<file path="src/rtl/window_mean_filter_pkg.sv">
// Shared types and helpers for the window mean filter.
// State encoding, channel count and window-size arithmetic.
package window_mean_filter_pkg;

  typedef enum logic [1:0] {
    S_IDLE = 2'd0,
    S_LOAD = 2'd1,
    S_CALC = 2'd2,
    S_DONE = 2'd3
  } state_e;

  localparam int NUM_CH = 3;

  function automatic int win_pixels(input int ws);
    return ws * ws;
  endfunction

endpackage

</file>
<file path="src/rtl/window_mean_filter_channel_acc.sv">
// One colour channel: running sum over the window
// and its constant-divisor mean.
module window_mean_filter_channel_acc #(
  parameter int CHANNEL_WIDTH = 8,
  parameter int ACC_WIDTH     = 12,
  parameter int DIVISOR       = 9
) (
  input  logic                     clk,
  input  logic                     rst_n,
  input  logic                     clr_i,
  input  logic                     add_i,
  input  logic [CHANNEL_WIDTH-1:0] pix_i,
  output logic [CHANNEL_WIDTH-1:0] mean_o
);

  logic [ACC_WIDTH-1:0] acc_q;

  always_ff @(posedge clk or negedge rst_n) begin
    if (!rst_n) begin
      acc_q <= '0;
    end else if (clr_i) begin
      acc_q <= '0;
    end else if (add_i) begin
      acc_q <= acc_q + ACC_WIDTH'(pix_i);
    end
  end

  // Sum of N samples over N never exceeds one sample's range.
  assign mean_o =
    CHANNEL_WIDTH'(acc_q / ACC_WIDTH'(DIVISOR));

endmodule

</file>
<file path="src/rtl/window_mean_filter.sv">
// Window mean filter: gathers a WxW RGB neighbourhood
// after an FEN rising edge and returns its per-channel mean.
module window_mean_filter
  import window_mean_filter_pkg::*;
#(
  parameter int DATA_WIDTH    = 24,
  parameter int CHANNEL_WIDTH = 8,
  parameter int WINDOW_SIZE   = 3,
  parameter int ACC_WIDTH     = 12
) (
  input  logic                  Filter_CLK,
  input  logic                  Filter_RST,
  input  logic                  Filter_FEN,
  input  logic                  Filter_PIXVALID,
  input  logic [DATA_WIDTH-1:0] Filter_PIXDATA,
  output logic                  Filter_FDNE,
  output logic [DATA_WIDTH-1:0] Filter_FDATA,
  output logic                  Filter_BUSY
);

  localparam int WP    = win_pixels(WINDOW_SIZE);
  localparam int CNT_W = $clog2(WP + 1);
  localparam logic [CNT_W-1:0] LAST = CNT_W'(WP - 1);

  state_e                  state_q;
  logic [CNT_W-1:0]        cnt_q;
  logic                    fen_q;
  logic [DATA_WIDTH-1:0]   fdata_q;
  logic [DATA_WIDTH-1:0]   mean;
  logic                    start;
  logic                    acc_clr;
  logic                    acc_add;

  assign start   = Filter_FEN & ~fen_q;
  assign acc_clr = (state_q == S_IDLE) & start;
  assign acc_add = (state_q == S_LOAD) & Filter_FEN
                 & Filter_PIXVALID;

  for (genvar ch = 0; ch < NUM_CH; ch++) begin : g_ch
    window_mean_filter_channel_acc #(
      .CHANNEL_WIDTH(CHANNEL_WIDTH),
      .ACC_WIDTH    (ACC_WIDTH),
      .DIVISOR      (WP)
    ) u_acc (
      .clk   (Filter_CLK),
      .rst_n (Filter_RST),
      .clr_i (acc_clr),
      .add_i (acc_add),
      .pix_i (Filter_PIXDATA[ch*CHANNEL_WIDTH +: CHANNEL_WIDTH]),
      .mean_o(mean[ch*CHANNEL_WIDTH +: CHANNEL_WIDTH])
    );
  end

  always_ff @(posedge Filter_CLK or negedge Filter_RST) begin
    if (!Filter_RST) begin
      state_q <= S_IDLE;
      cnt_q   <= '0;
      fen_q   <= 1'b0;
      fdata_q <= '0;
    end else begin
      fen_q <= Filter_FEN;
      unique case (1'b1)
        (state_q == S_IDLE): begin
          if (start) begin
            cnt_q   <= '0;
            state_q <= S_LOAD;
          end
        end
        (state_q == S_LOAD): begin
          // Abort wins over a same-cycle pixel.
          if (!Filter_FEN) begin
            state_q <= S_IDLE;
          end else if (Filter_PIXVALID) begin
            cnt_q <= cnt_q + CNT_W'(1);
            if (cnt_q == LAST) state_q <= S_CALC;
          end
        end
        (state_q == S_CALC): begin
          fdata_q <= mean;
          state_q <= S_DONE;
        end
        (state_q == S_DONE): begin
          state_q <= S_IDLE;
        end
      endcase
    end
  end

  assign Filter_FDNE  = (state_q == S_DONE);
  assign Filter_FDATA = fdata_q;
  assign Filter_BUSY  = (state_q == S_LOAD)
                      | (state_q == S_CALC);

endmodule

</file>
<file path="config.mk">
export PLATFORM = sky130hd
export DESIGN_NAME = window_mean_filter
export DESIGN_NICKNAME = d
export VERILOG_FILES = /design/src/rtl/window_mean_filter_pkg.sv /design/src/rtl/window_mean_filter_channel_acc.sv /design/src/rtl/window_mean_filter.sv
export SDC_FILE = /design/constraint.sdc
export NUM_CORES = 1
export LEC_CHECK = 0
export CAP_MARGIN = 30
export CORE_MARGIN = 2
export CORE_UTILIZATION = 55
export DETAILED_ROUTE_END_ITERATION = 8
export HOLD_SLACK_MARGIN = 0.03
export PLACE_DENSITY_LB_ADDON = 0.1
export SYNTH_ARGS = -nofsm -noshare
export SYNTH_HDL_FRONTEND = slang
export SYNTH_SLANG_ARGS = --single-unit
</file>
<file path="constraint.sdc">
create_clock -name Filter_CLK -period 6.15 [get_ports Filter_CLK]
set_input_delay 1.845 -clock Filter_CLK [delete_from_list [all_inputs] [get_ports Filter_CLK]]
set_output_delay 1.845 -clock Filter_CLK [all_outputs]
set_load 0.01 [all_outputs]
</file>
# Word level (Yosys, flattened, before mapping)
# Index checks and enable logic that the tools add are counted.
dict set report word_totals {
  regBits 67
  input_bits 28
  output_inout_bits 26
  wordCells 49
}
dict set report op_classes {
  addsub 4
  n_div 3
  n_eq_ne 9
  n_mux 15
  bitwise 6
  n_reduce_logical 5
}
# operator n
set op_table {}
lappend op_table {{$mux W12} 6}
lappend op_table {{$add A12 B8 Y12} 3}
lappend op_table {{$div A12 B4 Y12 const B} 3}
lappend op_table {{$mux W4} 3}
lappend op_table {{$mux W2} 4}
lappend op_table {{$pmux W2 S4} 1}
lappend op_table {{$pmux W4 S2} 1}
lappend op_table {{$ne A2 B2 Y1 const B} 3}
lappend op_table {{$add A4 B1 Y4 const B} 1}
lappend op_table {{$and A1 B1 Y1} 4}
lappend op_table {{$eq A2 B2 Y1 const B} 2}
lappend op_table {{$eq A4 B4 Y1 const B} 1}
lappend op_table {{$reduce_and A4 Y1} 1}
lappend op_table {{$reduce_bool A2 Y1} 2}
lappend op_table {{$ne A3 B2 Y1 const B} 1}
lappend op_table {{$ne A3 B3 Y1 const B} 1}
lappend op_table {{$reduce_and A3 Y1} 1}
lappend op_table {{$eq A2 B1 Y1 const B} 1}
lappend op_table {{$logic_not A2 Y1} 1}
lappend op_table {{$not A1 Y1} 1}
lappend op_table {{$or A1 B1 Y1} 1}

# Depth between registers and ports, before layout
dict set report logic_depth {
  word_depth 5
  depth_mapped 21
  ltp_nobuf 18
}

# Cells and area by module
# From an unflattened synthesis, not the netlist that was laid out.
dict set report hier_totals {
  cells_unflattened 879
  hier_area_um2 7322.0
}
# module n_inst cells_per_inst area_each_um2 seq_area_each_um2
set modules_own_cells {}
lappend modules_own_cells {{window_mean_filter_channel_acc (g_ch[0].u_acc ...)} 2 250 1911.8 300.3}
lappend modules_own_cells {{window_mean_filter_channel_acc (g_ch[2].u_acc)} 1 278 2125.8 300.3}
lappend modules_own_cells {window_mean_filter 1 101 1372.6 775.7}

# Worst setup path after synthesis
# Ideal clock, no wire load.
dict set report synth_path {
  path_kind {register to register}
  start {register g_ch[1].u_acc.acc_q[7]}
  end {register fdata_q[8] (netlist: Filter_FDATA[8])}
  setup_ns 0.104
  arrival_time_ns 3.986
  t_required_ns 6.046
  slack_ns 2.060
  path_stages_with_launch 19
  path_buffers 2
  period_less_slack_ns 4.090
  path_cell_list {dfrtp_1 buf_2 clkbuf_1 or3b_2 nand3_1 a21oi_1 or4_1 a221o_1 o21ai_1 a31oi_1 o311ai_1 and2_1 xor2_1 ha_1 nor3_1 o211ai_1 a21oi_1 nand4b_1 o311ai_1}
}
dict set report synth_via {
  elab_chain_cells 1
}
# element line
set synth_lines {}
lappend synth_lines {{start, declared} window_mean_filter_channel_acc.sv:16} ;# logic [ACC_WIDTH-1:0] acc_q;
lappend synth_lines {{start signal, assigned} window_mean_filter_channel_acc.sv:24} ;# acc_q <= acc_q + ACC_WIDTH'(pix_i);
lappend synth_lines {{$div A12 B4 Y12} window_mean_filter_channel_acc.sv:30} ;# CHANNEL_WIDTH'(acc_q / ACC_WIDTH'(DIVISOR));
lappend synth_lines {{end signal, assigned} window_mean_filter.sv:79} ;# fdata_q <= mean;
lappend synth_lines {{end, declared} window_mean_filter.sv:28} ;# logic [DATA_WIDTH-1:0] fdata_q;
# No other way between the ends.
# A chain may end at the register's enable or synchronous reset.

# Worst setup path in the final report
dict set report layout_path {
  start {register g_ch[2].u_acc.acc_q[9]}
  end {register fdata_q[16] (netlist: Filter_FDATA[16])}
}
dict set report layout_via {
  elab_chain_cells 1
}
# element line
set layout_lines {}
lappend layout_lines {{start, declared} window_mean_filter_channel_acc.sv:16}
lappend layout_lines {{start signal, assigned} window_mean_filter_channel_acc.sv:24}
lappend layout_lines {{$div A12 B4 Y12} window_mean_filter_channel_acc.sv:30}
# No other way between the ends.

==> impl_metrics.env <==
export IMPL_status="complete, no violations"
export IMPL_syn_num_nets=1072
export IMPL_relSlewSlack=0.4004
export IMPL_synth_edf_count=0
export IMPL_grt_pass1_wl_um=32620
export IMPL_startpoint_type="flop"
export IMPL_clk_path_buf_depth=2
export IMPL_start_util=0.5570
export IMPL_peakVddDrop_mv=0.2507
export IMPL_port_buffers=53
export IMPL_cts_setup_buffers=0
export IMPL_wire_per_inst_um=16.10
export IMPL_ant_nets=0
export IMPL_cts_resized=0
export IMPL_synth_top_cell_by_area="dfrtp_1"
export IMPL_firstDrtPassIters=5
export IMPL_cts_buffers=9
export IMPL_dr_first_iter_drc_count=663
export IMPL_holdWs_ns=0.4729
export IMPL_synth_cells=1005
export IMPL_area_growth_pct=10.45
export IMPL_synth_ff_type="dfrtp_1"
export IMPL_cp_required_ns=6.38
export IMPL_syn_cell_area_um2=7642
export IMPL_grt_busiest_layer="met2"
export IMPL_power_density_nw_per_um2=540.7
export IMPL_grt_pass1_vias=6720
export IMPL_drcViolationCount=0
export IMPL_path_cells="nor4bb_1, nand2b_1, a22oi_1, o22ai_1, nor4_1, a2111oi_0, o32a_1, a211o_1, nor2_1, o21a_1, xor2_1, ha_1, nor2_1, a2bb2oi_1, a311oi_1, o211ai_1, o22ai_1, o221a_1"
export IMPL_die_area_um2=14850
export IMPL_cp_slowest_cell="dfrtp_1"
export IMPL_clk_pin_slew_worst_paths_ns=0.06
export IMPL_grt_use_met3=0.03277
export IMPL_ios=54
export IMPL_yosysSeqAreaShare=0.2194
export IMPL_wl_um=19190
export IMPL_holdBufCountCts=0
export IMPL_grt_util_met2=0.4155
export IMPL_finClkSkew_ns=0.008919
export IMPL_diodes=0
export IMPL_critPathKind="reg -> reg"
export IMPL_ys_types=103
export IMPL_finalSetupTns_ns=0
export IMPL_clock_latency_ns=0.34
export IMPL_yosys_warnings=0
export IMPL_end_kind="flop"
export IMPL_std_cell_rows=43
export IMPL_grt_antenna_before_repair=0
export IMPL_synth_most_common_cell="a21oi_1"
export IMPL_yosys_area_top_type_share=0.2194
export IMPL_synth_common_cells="a21oi_1, nor2_1, nand2_1"
export IMPL_syn_avg_cell_area_um2=7.604
export IMPL_max_stage_delay_ns=0.84
export IMPL_synth_area_top_cells="dfrtp_1, a21oi_1, ha_1"
export IMPL_min_period_ns=5.002
export IMPL_drive_gt1_frac=0.05929
export IMPL_grt_overflow=0
export IMPL_max_freq_mhz=199.9
export IMPL_gp_congestion=0.9739
export IMPL_cp_arrival_ns=5.23
export IMPL_cts_sinks=67
export IMPL_die_h_um=121.9
export IMPL_synth_seq_cells=67
export IMPL_post_route_period_util=0.8133
export IMPL_rsz0062_at_grt="no"
export IMPL_tightest_slew_ns=0.8993
export IMPL_gr_usage_all_layers=0.2670
export IMPL_maxCapViolations=0
export IMPL_core_area_um2=13720
export IMPL_leakage_nw=3.457
export IMPL_clockRootBuffer="clkbuf_16"
export IMPL_final_hold_viol_count=0
export IMPL_hold_class="reg -> reg"
export IMPL_dieWidth_um=121.9
export IMPL_power_mw=4.564
export IMPL_cts_tree="built"
export IMPL_fin_nets=1074
export IMPL_grtUsageMet1=0.3873
export IMPL_h_tree_depth=3
export IMPL_place_hpwl_um=13890
export IMPL_critPathMaxFanout=29
export IMPL_setup_viol=0
export IMPL_grt_start_max_net_pins=68
export IMPL_vias_per_cell=6.282
export IMPL_dr_total_vias=7488
export IMPL_async_flop_share=1.000
export IMPL_slew_viol_final=0
stage by stage:
step                      cells  utilization  setup WS (ns)  instance area (um^2)
after floorplan            1005            -          2.060                  7642
after global placement     1176       0.5930          1.346                  8135
after detailed placement   1176       0.5930          1.265                  8135
after CTS                  1192       0.6152          1.230                  8441
after global routing       1192       0.6152         0.7021                  8441
final                      1192       0.6152          1.148                  8441
state kept, by name, summed over array words and instances (netlist names), named ones only:
name	cells
fen_q	1
cnt_q	4
Filter_FDATA	24
g_ch.u_acc.acc_q	36
state_q	1
logic make-up after synthesis:
| group | synth area share |
|---|---|
| xor+xnor | 0.05108 |
| simple gates | 0.2467 |
| compound gates | 0.3270 |
| mux | 0.02079 |
| flops | 0.2194 |
| fa+ha+maj | 0.07089 |
| buf+inv | 0.06418 |
layer usage:
layer,vias to the layer above,wire (um)
met4,0,372
met3,35,953
met2,232,8735
met1,3510,9132
li1,3711,-
met5,-,0
power breakdown:
part	leakage, nW	switching, mW	internal (mW)
combinational	2.45	1.72	1.44
sequential	0.852	0.275	0.588
clock	0.153	0.204	0.336
total	3.46	2.20	2.36
final cells by class:
class,count,area [um^2]
sequential,67,1677
clock inverter,4,48.80
inverter,52,195.2
multi-input combinational,820,5480
fill,1283,5279
timing repair buffer,57,558.0
tap,180,225.2
clock buffer,12,256.5
layout by cell type, fill, tap and decap left out, drive strengths merged, types with 7 or more instances in the layout:
| cell | synthesis | layout |
|---|---|---|
| nor2 | 93 | 93 |
| and2 | 16 | 16 |
| dfrtp | 67 | 67 |
| inv | 50 | 50 |
| xnor2 | 31 | 31 |
| clkdlybuf4s50 | 0 | 52 |
| nand4 | 7 | 7 |
| a21o | 19 | 19 |
| ha | 36 | 36 |
| a21oi | 100 | 100 |
| o21ai | 61 | 61 |
| o21bai | 14 | 14 |
| nor3 | 21 | 21 |
| clkbuf | 33 | 12 |
| xor2 | 11 | 11 |
| or3 | 8 | 8 |
| mux2i | 9 | 9 |
| nand3b | 8 | 8 |
| nor2b | 24 | 24 |
| o21a | 12 | 12 |
| o211ai | 15 | 15 |
| a211oi | 16 | 16 |
| nand2 | 89 | 89 |
| a31oi | 16 | 16 |
| nor3b | 7 | 7 |
| nand2b | 23 | 23 |
| and3b | 7 | 7 |
| nand3 | 18 | 18 |
worst max-delay path, delay by kind of cell, from the launching register on:
kind            cells  cell delay [ns]
compound gates     11             2.68
xor+xnor            1             0.16
fa+ha+maj           1             0.25
flops               1             0.84
simple gates        5             0.95
worst paths after layout:
check	from	endpoint	slack (ns)	cells past startpoint
max	g_ch[2].u_acc.acc_q[9]$_DFFE_PN0P_	Filter_FDATA[16]$_DFFE_PN0P_	1.15	18
min in group asynchronous	Filter_RST	Filter_FDATA[14]$_DFFE_PN0P_	1.63	1
min	Filter_FDATA[21]$_DFFE_PN0P_	Filter_FDATA[21]$_DFFE_PN0P_	0.47	1
min reg2reg	Filter_FDATA[21]$_DFFE_PN0P_	Filter_FDATA[21]$_DFFE_PN0P_	0.47	1
max reg2reg	g_ch[2].u_acc.acc_q[9]$_DFFE_PN0P_	Filter_FDATA[16]$_DFFE_PN0P_	1.15	18
max in group asynchronous	Filter_RST	g_ch[2].u_acc.acc_q[3]$_DFFE_PN0P_	3.93	1
Power figures use the tool's default switching activity.
